===== src/rtl/mux_4_by_1_rr_arbiter.sv =====
// Round-robin arbiter and sequencer in front of a shared 4x1 data mux.
// Holds a registered one-hot grant and matching select for a bounded burst
// of transfers, then passes ownership on fairly. Owner index and sel_mux are
// the same register: sel_mux always names the current (or last) owner.
module mux_4_by_1_rr_arbiter #(
    parameter int unsigned DATA_W    = 8,
    parameter int unsigned MAX_BURST = 4
) (
    input  logic              clk,
    input  logic              rst_n,
    input  logic [3:0]        req,
    input  logic [DATA_W-1:0] in_data_1,
    input  logic [DATA_W-1:0] in_data_2,
    input  logic [DATA_W-1:0] in_data_3,
    input  logic [DATA_W-1:0] in_data_4,
    input  logic              out_ready,
    output logic [3:0]        gnt,
    output logic [1:0]        sel_mux,
    output logic              out_valid,
    output logic [DATA_W-1:0] out_data,
    output logic              busy
);

    localparam logic StIdle  = 1'b0;
    localparam logic StGrant = 1'b1;

    // Count value at which the next transfer ends the burst.
    localparam logic [3:0] LastCnt = 4'(MAX_BURST - 1);

    logic       state_q, state_d;
    logic [1:0] sel_q, sel_d;
    logic [1:0] ptr_q, ptr_d;
    logic [3:0] cnt_q, cnt_d;
    logic [3:0] gnt_q, gnt_d;

    logic owner_req;
    logic xfer;
    logic release_gnt;

    // First set bit of r scanning p, p+1, ... modulo 4. Scanning the highest
    // offset first lets the lowest offset overwrite it and win.
    function automatic logic [1:0] rr_pick(input logic [3:0] r, input logic [1:0] p);
        logic [1:0] idx;
        logic [1:0] win;
        win = p;
        for (int i = 3; i >= 0; i--) begin
            idx = p + 2'(i);
            if (r[idx]) begin
                win = idx;
            end
        end
        return win;
    endfunction

    // Transfer and release conditions for the active owner.
    always_comb begin
        owner_req   = req[sel_q];
        xfer        = (state_q == StGrant) && owner_req && out_ready;
        release_gnt = (state_q == StGrant) &&
                      (!owner_req || (xfer && (cnt_q == LastCnt)));
    end

    // Next-state: arbitration from idle, burst counting, release and handover.
    always_comb begin
        state_d = state_q;
        sel_d   = sel_q;
        ptr_d   = ptr_q;
        cnt_d   = cnt_q;
        gnt_d   = gnt_q;
        case (state_q)
            StIdle: begin
                if (req != 4'b0000) begin
                    state_d = StGrant;
                    sel_d   = rr_pick(req, ptr_q);
                    gnt_d   = 4'b0001 << sel_d;
                    cnt_d   = 4'd0;
                end
            end
            default: begin
                if (release_gnt) begin
                    ptr_d = sel_q + 2'd1;
                    cnt_d = 4'd0;
                    if (req != 4'b0000) begin
                        // Scanning from owner+1 visits the releasing owner
                        // last, so it is re-granted only when nobody else asks.
                        sel_d = rr_pick(req, sel_q + 2'd1);
                        gnt_d = 4'b0001 << sel_d;
                    end else begin
                        state_d = StIdle;
                        gnt_d   = 4'b0000;
                    end
                end else if (xfer) begin
                    cnt_d = cnt_q + 4'd1;
                end
            end
        endcase
    end

    // State registers with asynchronous active-low reset.
    always_ff @(posedge clk or negedge rst_n) begin
        if (!rst_n) begin
            state_q <= StIdle;
            sel_q   <= 2'd0;
            ptr_q   <= 2'd0;
            cnt_q   <= 4'd0;
            gnt_q   <= 4'b0000;
        end else begin
            state_q <= state_d;
            sel_q   <= sel_d;
            ptr_q   <= ptr_d;
            cnt_q   <= cnt_d;
            gnt_q   <= gnt_d;
        end
    end

    // Output channel: valid follows the owner's request, data follows sel_mux.
    always_comb begin
        gnt       = gnt_q;
        sel_mux   = sel_q;
        busy      = (state_q == StGrant);
        out_valid = (state_q == StGrant) && req[sel_q];
        case (sel_q)
            2'd0:    out_data = in_data_1;
            2'd1:    out_data = in_data_2;
            2'd2:    out_data = in_data_3;
            default: out_data = in_data_4;
        endcase
    end

endmodule


===== config.mk =====
export PLATFORM = sky130hd
export DESIGN_NAME = mux_4_by_1_rr_arbiter
export DESIGN_NICKNAME = d
export VERILOG_FILES = /design/src/rtl/mux_4_by_1_rr_arbiter.sv
export SDC_FILE = /design/constraint.sdc
export NUM_CORES = 1
export LEC_CHECK = 0
export BUFFER_PORTS_ARGS = -buffer_cell sky130_fd_sc_hd__buf_2
export CELL_PAD_IN_SITES_DETAIL_PLACEMENT = 1
export CELL_PAD_IN_SITES_GLOBAL_PLACEMENT = 1
export CORE_UTILIZATION = 30
export CTS_BUF_LIST = sky130_fd_sc_hd__clkbuf_8
export CTS_CLUSTER_SIZE = 25
export DETAILED_ROUTE_END_ITERATION = 8
export MAX_ROUTING_LAYER = met4
export PLACE_DENSITY = 0.83
export SYNTH_ARGS = -nofsm -noshare
export SYNTH_HDL_FRONTEND = slang
export SYNTH_SLANG_ARGS = --single-unit

===== constraint.sdc =====
create_clock -name clk -period 2.03 [get_ports clk]
set_input_delay 0.203 -clock clk [delete_from_list [all_inputs] [get_ports clk]]
set_output_delay 0.203 -clock clk [all_outputs]
set_load 0.01 [all_outputs]

==> impl_metrics.py, run 1 <==
metrics = {
    "status": {
        "status": "complete, no violations",
    },
    "pwr": {
        "p_leak_nw": 0.740,
        "ir_worst_vdd_mv": 0.468,
        "power_density_nw_per_um2": 1430,
    },
    "final_layout": {
        "fin_cells": 227,
        "design_area_um2": 1510,
        "antenna_cells": 0,
        "nets": 226,
        "nFillCells": 444,
        "syn_to_final_growth_pct": 33.8,
        "final_layout_size_suffix_gt1_frac": 0.420,
    },
    "route": {
        "drt_iter0_drc": 47,
        "ant_nets": 0,
        "dr.pass1.iters": 6,
        "drc": 0,
        "wl_per_cell_um": 15.7,
        "viasPerCell": 5.39,
        "dr_total_vias": 1223,
        "wl_um": 3560,
    },
    "floorplan": {
        "fp.dieW_um": 63.4,
        "die_area_um2": 4020,
        "initial_core_util": 0.326,
        "pin_count": 55,
        "coreArea_um2": 3470,
        "die_h_um": 63.4,
        "rows": 21,
    },
    "placed_design": {
        "place_ws_ns": 0.0387,
        "dp_cells": 222,
        "routabilityCongestion": 0.870,
        "io_buffer_count": 54,
        "hpwlAfterDp_um": 2830,
        "post_dp_cell_area_um2": 1440,
    },
    "global_route": {
        "overflow": 0,
        "grt_pass1_wl_um": 5780,
        "antenna_found_initial": 0,
        "grt_pass1_vias": 1260,
        "grt_usage": 0.185,
        "grt_max_degree": 14,
    },
    "clock_network": {
        "tritoncts": "yes",
        "cts.clk_slew.worst_paths_ns": 0.06,
        "cts_sinks": 13,
        "post_cts_buffers": 0,
        "insertion_delay_ns": 0.24,
        "clockRootBuffer": "clkbuf_8",
        "clockBufferDepth": 2,
        "numCtsBuffers": 3,
        "cts_max_level": 1,
    },
    "critical_path": {
        "r2r_slack_ns": 0.07,
        "crit_family": "compound AO/OA/AOI/OAI gates",
        "required_ns": 2.19,
        "slowest_delay_ns": 0.45,
        "crit_arrival_ns": 2.12,
        "cp-end-kind": "flip-flop",
        "path_max_fanout": 5,
        "crit_buf_inv": 2,
        "timing.rr.start": "sel_mux[1]",
        "worstPathCellList": "inv_2 -> ha_1 -> buf_4 -> o21ai_0 -> o221a_2 -> or3b_2 -> a31oi_1",
        "path_class": "reg2reg",
        "r2r-end": "gnt[1]",
        "cp_slowest_cell": "or3b_2",
        "cp-startpoint": "sel_mux[1]",
        "start_kind": "flip-flop",
        "r2r_cells": 7,
    },
    "synth": {
        "synth_top_area_cell": "dfrtp_1",
        "synth-edff-count": 0,
        "syn_nets": 170,
        "avgSynthCellArea_um2": 8.98,
        "yosys_warnings": 0,
        "synthTopCellsByArea": "dfrtp_1 (29%), mux2i_1 (8.0%), a222oi_1 (7.1%)",
        "ys_seq_elements": 13,
        "synth_area_um2": 1130,
        "synthArstFlopShare": 1.00,
        "synthFlopType": "dfrtp_1",
        "synth_top_area_frac": 0.288,
        "synth_cells": 126,
        "yosysSeqAreaShare": 0.288,
        "yosysUniqueCellTypes": 45,
    },
    "sta": {
        "finalWorstSetupSlack_ns": 0.0723,
        "finalHoldViolations": 0,
        "period_minus_slack_ns": 1.96,
        "timing.hold.ws_ns": 0.363,
        "fmaxAchievable_mhz": 511,
        "rsz0062_at_grt": "false",
        "setup_violations": 0,
        "final.setup.tns_ns": 0,
        "skew_ns": 0.00259,
        "worst_slew_pin_slew_ns": 0.571,
        "maxSlewViolCount": 0,
        "max-slew-margin-rel": 0.616,
        "timing.final.crit_share": 0.964,
    },
    "hold_path": {
        "holdCritPathClass": "in2reg",
        "min_from": "out_ready",
        "hold_depth": 4,
        "hold-path-endpoint": "cnt_q[1]",
    },
    "job": {
        "drv_cap": 0,
    },
}
==> area by class of cell <==
class	count	area (µm²)	area share
multi-input cells	90	714	0.472
flip-flops and latches	13	327	0.216
repair buffers	60	318	0.210
well taps	46	57.6	0.0380
inverters	14	52.6	0.0347
clock buffers	3	41.3	0.0273
clock inverters	1	3.75	0.00248
==> cell families (layout without fill, tap and decap cells) <==
| group | after synthesis | in the layout | synth area share |
|---|---|---|---|
| flip-flops | 13 | 13 | 0.288 |
| XOR/XNOR | 2 | 2 | 0.0155 |
| multiplexers | 12 | 12 | 0.119 |
| buffers and inverters | 23 | 78 | 0.0973 |
| adder cells (fa/ha/maj) | 5 | 5 | 0.0553 |
| AO/OA/AOI/OAI | 39 | 39 | 0.264 |
| AND/OR/NAND/NOR | 32 | 32 | 0.160 |
==> cells in the mapped netlist, types with 3 or more instances <==
cell type / number
a21oi_1: 8
nor2b_1: 3
nor2_1: 7
dfrtp_1: 13
inv_1: 14
a31oi_1: 3
a222oi_1: 8
nand2_1: 5
mux2i_1: 9
clkbuf_1: 3
o21ai_0: 6
ha_1: 5
==> through the flow <==
stage / util / power, mW
floorplan: - / 1.40
global placement: 0.415 / 1.82
detailed placement: 0.415 / 1.91
CTS: 0.431 / 2.14
global route: 0.437 / 2.31
finish: 0.437 / 2.16
==> routing by layer <==
metal / part of all wire / global-route usage / up-vias
met1: 0.42 / 0.216 / 594
met2: 0.52 / 0.323 / 39
met5: 0 / - / -
met4: 0.014 / 0.0540 / 0
li1: - / - / 584
met3: 0.045 / 0.0326 / 6
==> power breakdown <==
group          leakage (nW)  total (mW)  switching, mW  internal, mW
clock                0.0269       0.225         0.0914         0.133
combinational         0.556        1.48          0.802         0.682
sequential            0.157       0.452         0.0834         0.368
==> registers in the layout (all words and copies together) (netlist names) <==
signal	flops
ptr_q	2
busy	1
gnt	4
cnt_q	4
sel_mux	2
==> cell usage in the layout (no fill, tap or decap), types with 2 or more instances in the layout <==
master     n
buf_2     54
inv_1     14
dfrtp_1   12
mux2i_1    9
a222oi_1   8
a21oi_1    8
nor2_1     7
o21ai_0    6
buf_4      5
nand2_1    4
ha_1       4
nor2b_1    3
a31oi_1    3
clkbuf_8   3
or3_1      2
xor2_1     2
nor3_1     2
o21a_1     2
mux2_2     2
nand3_1    2
or3b_2     2
==> worst reg2reg max path, cell delays in order, from the launching register on <==
cell and delay [ns]:
dfrtp_1 0.36, inv_2 0.06, ha_1 0.31, buf_4 0.16, o21ai_0 0.09, o221a_2 0.28
or3b_2 0.45, a31oi_1 0.16
==> repair_timing <==
item,CTS,global route
setup endpoints to repair,0,5
gates resized for setup,0,5
hold endpoints to repair,13,0
hold buffers,1,0
==> worst max-delay path by stage <==
stage	end	slack, ns	cells after the start
floorplan	gnt[1]	0.005	6
finish	gnt[1]	0.07	7
global route	gnt[1]	0.008	7
detailed placement	gnt[1]	0.04	6
CTS	gnt[1]	0.03	6
global placement	gnt[1]	0.13	6
Power figures use the tool's default switching activity.
==> inputs of run 2 (changes only) <==
- CORE_MARGIN: unset -> 5
==> impl_metrics.py, run 2 (synthesized netlist as in run 1, its figures left out) <==
metrics = {
    "status": {
        "status": "complete, no violations",
    },
    "placed_design": {
        "routabilityCongestion": 0.796,
        "place_ws_ns": 0.0573,
        "io_buffer_count": 54,
        "hpwlAfterDp_um": 2960,
    },
    "final_layout": {
        "final_layout_size_suffix_gt1_frac": 0.418,
        "mostFrequentLayoutCell": "buf_2",
        "layout_common_cells": "buf_2 (54), inv_1 (15), dfrtp_1 (12)",
        "nets": 227,
        "antenna_cells": 0,
        "nFillCells": 461,
        "syn_to_final_growth_pct": 37.1,
    },
    "sta": {
        "fmaxAchievable_mhz": 524,
        "rsz0062_at_grt": "false",
        "max-slew-margin-rel": 0.672,
        "period_minus_slack_ns": 1.91,
        "maxSlewViolCount": 0,
        "worst_slew_pin_slew_ns": 0.487,
        "skew_ns": 0.00746,
        "timing.final.crit_share": 0.940,
        "finalHoldViolations": 0,
        "finalWorstSetupSlack_ns": 0.121,
        "setup_violations": 0,
        "final.setup.tns_ns": 0,
    },
    "global_route": {
        "overflow": 0,
        "grt_max_degree": 14,
        "grt_pass1_wl_um": 6180,
        "grt_usage": 0.152,
        "antenna_found_initial": 0,
        "grt_pass1_vias": 1274,
    },
    "route": {
        "wl_per_cell_um": 15.9,
        "viasPerCell": 5.31,
        "wl_um": 3660,
        "dr.pass1.iters": 5,
        "drt_iter0_drc": 40,
        "drc": 0,
        "dr_total_vias": 1221,
        "ant_nets": 0,
    },
    "clock_network": {
        "tritoncts": "yes",
        "clockRootBuffer": "clkbuf_8",
        "cts.clk_slew.worst_paths_ns": 0.06,
        "cts_sinks": 13,
        "clockBufferDepth": 2,
        "insertion_delay_ns": 0.25,
        "numCtsBuffers": 3,
        "cts_max_level": 1,
        "post_cts_buffers": 0,
    },
    "floorplan": {
        "initial_core_util": 0.309,
        "coreArea_um2": 3660,
        "die_area_um2": 5100,
        "fp.dieW_um": 71.4,
        "rows": 22,
        "pin_count": 55,
        "die_h_um": 71.4,
    },
    "pwr": {
        "p_leak_nw": 0.749,
        "power_density_nw_per_um2": 1430,
        "ir_worst_vdd_mv": 0.519,
        "p_total_mw": 2.22,
    },
    "critical_path": {
        "cp-end-kind": "primary output",
        "path_max_fanout": 8,
        "crit_arrival_ns": 1.71,
        "start_kind": "flip-flop",
        "required_ns": 1.83,
        "path_class": "reg2out",
    },
    "job": {
        "drv_cap": 0,
    },
    "hold_path": {
        "holdCritPathClass": "in2async",
    },
}
run 2: cell types whose count changed in the layout (fill, tap and decap cells not counted), sizes merged:
cell / before / now
buf: 59 / 60
run 2: power by group:
part,total [mW],internal (mW),switching (mW)
clock network,0.237,0.134,0.103
registers,0.439,0.368,0.0711
logic,1.54,0.730,0.812
run 2: per-layer routing:
metal  vias up  wire, µm  track usage
met1       577      1430        0.165
met5         -         0            -
met3         5       366       0.0379
li1        585         -            -
met4         0        49       0.0397
met2        54      1820        0.273
run 2: path summary, 6_finish.rpt:
check,endpoint,slack (ns),cells past startpoint,from
max in group asynchronous,sel_mux[0],1.41,2,rst_n
worst min register to register,gnt[0],0.53,2,gnt[0]
worst max register to register,gnt[2],0.14,8,sel_mux[1]
worst max-delay path,out_data[7],0.12,6,sel_mux[0]
min in group clk,cnt_q[1],0.37,4,out_ready
worst min-delay path,cnt_q[1],0.37,2,rst_n
run 2: repair_timing:
action	in CTS	in global routing
setup endpoints to repair	1	9
pin swaps	1	1
hold endpoints to repair	13	0
gates resized for setup	0	7
hold buffers	1	0
cloned	0	0
run 2: critical path: stages, from the launching register on:
cell and delay [ns]:
dfrtp_2 0.35, inv_1 0.07, buf_4 0.16, ha_4 0.19, a222oi_1 0.40, mux2i_1 0.12
buf_2 0.16
run 2: per-stage QoR:
stage               instances  hold slack (ns)  instance area (µm²)  utilization
global route              230            0.386                 1550        0.423
global placement          225            0.103                 1450        0.396
CTS                       230            0.368                 1510        0.411
detailed placement        225            0.114                 1450        0.396
floorplan                 126          -0.0926                 1130            -
finish                    230            0.369                 1550        0.423
run 2: cell type report:
class / count / area, µm² / share of cell area
Multi-Input combinational cell: 90 / 741 / 0.478
Clock inverter: 1 / 3.75 / 0.00242
Clock buffer: 3 / 41.3 / 0.0266
Sequential cell: 13 / 327 / 0.211
Inverter: 14 / 52.6 / 0.0339
Timing Repair Buffer: 61 / 325 / 0.210
Tap cell: 48 / 60.1 / 0.0387
==> inputs of run 3 (changes only) <==
- MAX_ROUTING_LAYER: met4 -> unset
==> impl_metrics.py, run 3 (synthesized netlist as in run 1, its figures left out) <==
metrics = {
    "route": {
        "wl_um": 3660,
        "ant_nets": 0,
        "drt_iter0_drc": 36,
        "dr_total_vias": 1217,
        "wl_per_cell_um": 15.9,
        "viasPerCell": 5.29,
        "dr.pass1.iters": 5,
        "drc": 0,
    },
    "critical_path": {
        "crit_buf_inv": 3,
        "cp_slowest_cell": "a222oi_1",
        "path_class": "reg2out",
        "cp-end-kind": "primary output",
        "crit_family": "compound AO/OA/AOI/OAI gates",
        "slowest_delay_ns": 0.40,
        "required_ns": 1.83,
        "path_max_fanout": 8,
        "worstPathCellList": "inv_1 -> buf_4 -> ha_4 -> a222oi_1 -> mux2i_1 -> buf_2",
        "r2r_slack_ns": 0.14,
        "crit_arrival_ns": 1.70,
        "start_kind": "flip-flop",
    },
    "floorplan": {
        "initial_core_util": 0.309,
        "fp.dieW_um": 71.4,
        "rows": 22,
        "die_area_um2": 5100,
        "coreArea_um2": 3660,
        "die_h_um": 71.4,
        "pin_count": 55,
    },
    "sta": {
        "skew_ns": 0.00762,
        "rsz0062_at_grt": "false",
        "max-slew-margin-rel": 0.672,
        "finalWorstSetupSlack_ns": 0.125,
        "timing.final.crit_share": 0.938,
        "maxSlewViolCount": 0,
        "final.setup.tns_ns": 0,
        "setup_violations": 0,
        "fmaxAchievable_mhz": 525,
        "finalHoldViolations": 0,
        "period_minus_slack_ns": 1.90,
        "worst_slew_pin_slew_ns": 0.487,
    },
    "final_layout": {
        "fin_cells": 230,
        "nets": 227,
        "mostFrequentLayoutCell": "buf_2",
        "final_layout_size_suffix_gt1_frac": 0.418,
        "antenna_cells": 0,
        "multi_input_area_um2": 741,
        "postLayoutCoreUtil": 0.423,
        "seq_area_um2": 327,
        "syn_to_final_growth_pct": 37.1,
        "nFillCells": 461,
        "layout_common_cells": "buf_2 (54), inv_1 (15), dfrtp_1 (12)",
    },
    "job": {
        "drv_cap": 0,
    },
    "hold_path": {
        "holdCritPathClass": "in2async",
    },
    "global_route": {
        "grt_pass1_wl_um": 6180,
        "grt_usage": 0.147,
        "grt_max_degree": 14,
        "grt_pass1_vias": 1275,
        "overflow": 0,
        "antenna_found_initial": 0,
    },
    "placed_design": {
        "hpwlAfterDp_um": 2960,
        "io_buffer_count": 54,
        "routabilityCongestion": 0.785,
        "dp_cells": 225,
        "place_ws_ns": 0.0573,
    },
    "clock_network": {
        "clockBufferDepth": 2,
        "tritoncts": "yes",
        "numCtsBuffers": 3,
        "insertion_delay_ns": 0.25,
        "cts_sinks": 13,
        "clockRootBuffer": "clkbuf_8",
        "cts_max_level": 1,
        "post_cts_buffers": 0,
        "cts.clk_slew.worst_paths_ns": 0.06,
    },
    "pwr": {
        "power_density_nw_per_um2": 1430,
        "ir_worst_vdd_mv": 0.519,
        "p_leak_nw": 0.749,
    },
    "status": {
        "status": "complete, no violations",
    },
}
## run 3: cell counts in the layout (fill, tap and decap cells not counted)
No cell type changed its count.
## run 3: layout make-up
type | count | area share
clock inverter | 1 | 0.00242
multi-input combinational | 90 | 0.478
inverter | 14 | 0.0339
tap | 48 | 0.0387
clock buffer | 3 | 0.0266
timing repair buffer | 61 | 0.210
sequential | 13 | 0.211
## run 3: worst paths after layout
path                            startpoint     endpoint  cells after the start
worst min-delay path                 rst_n     cnt_q[1]                      2
worst max register to register  sel_mux[1]       gnt[2]                      8
max in group asynchronous            rst_n   sel_mux[0]                      2
min in group clk                 out_ready     cnt_q[1]                      4
worst min register to register      gnt[0]       gnt[0]                      2
worst max-delay path            sel_mux[0]  out_data[7]                      6
## run 3: through the flow
step | hold WS [ns] | cell area [µm²] | power [mW]
after global placement | 0.103 | 1450 | 1.85
after detailed placement | 0.114 | 1450 | 1.90
after floorplan | -0.0926 | 1130 | 1.40
final | 0.369 | 1550 | 2.22
after CTS | 0.368 | 1510 | 2.15
after global routing | 0.386 | 1550 | 2.43
## run 3: timing repair
| action | CTS | global route |
|---|---|---|
| hold endpoints to repair | 13 | 0 |
| setup endpoints to repair | 1 | 9 |
| gates resized for setup | 0 | 7 |
| pin swaps | 1 | 1 |
| hold buffers | 1 | 0 |
## run 3: layer usage
| metal | global-route usage | wire (µm) | up-vias |
|---|---|---|---|
| li1 | - | - | 584 |
| met1 | 0.164 | 1430 | 580 |
| met2 | 0.273 | 1840 | 49 |
| met3 | 0.0393 | 347 | 4 |
| met4 | 0.0397 | 36 | 0 |
| met5 | 0 | 0 | - |
## run 3: report_power, final
group | switching [mW] | total (mW) | internal (mW)
clock | 0.103 | 0.237 | 0.134
sequential | 0.0709 | 0.439 | 0.368
combinational | 0.811 | 1.54 | 0.730
total | 0.985 | 2.22 | 1.23
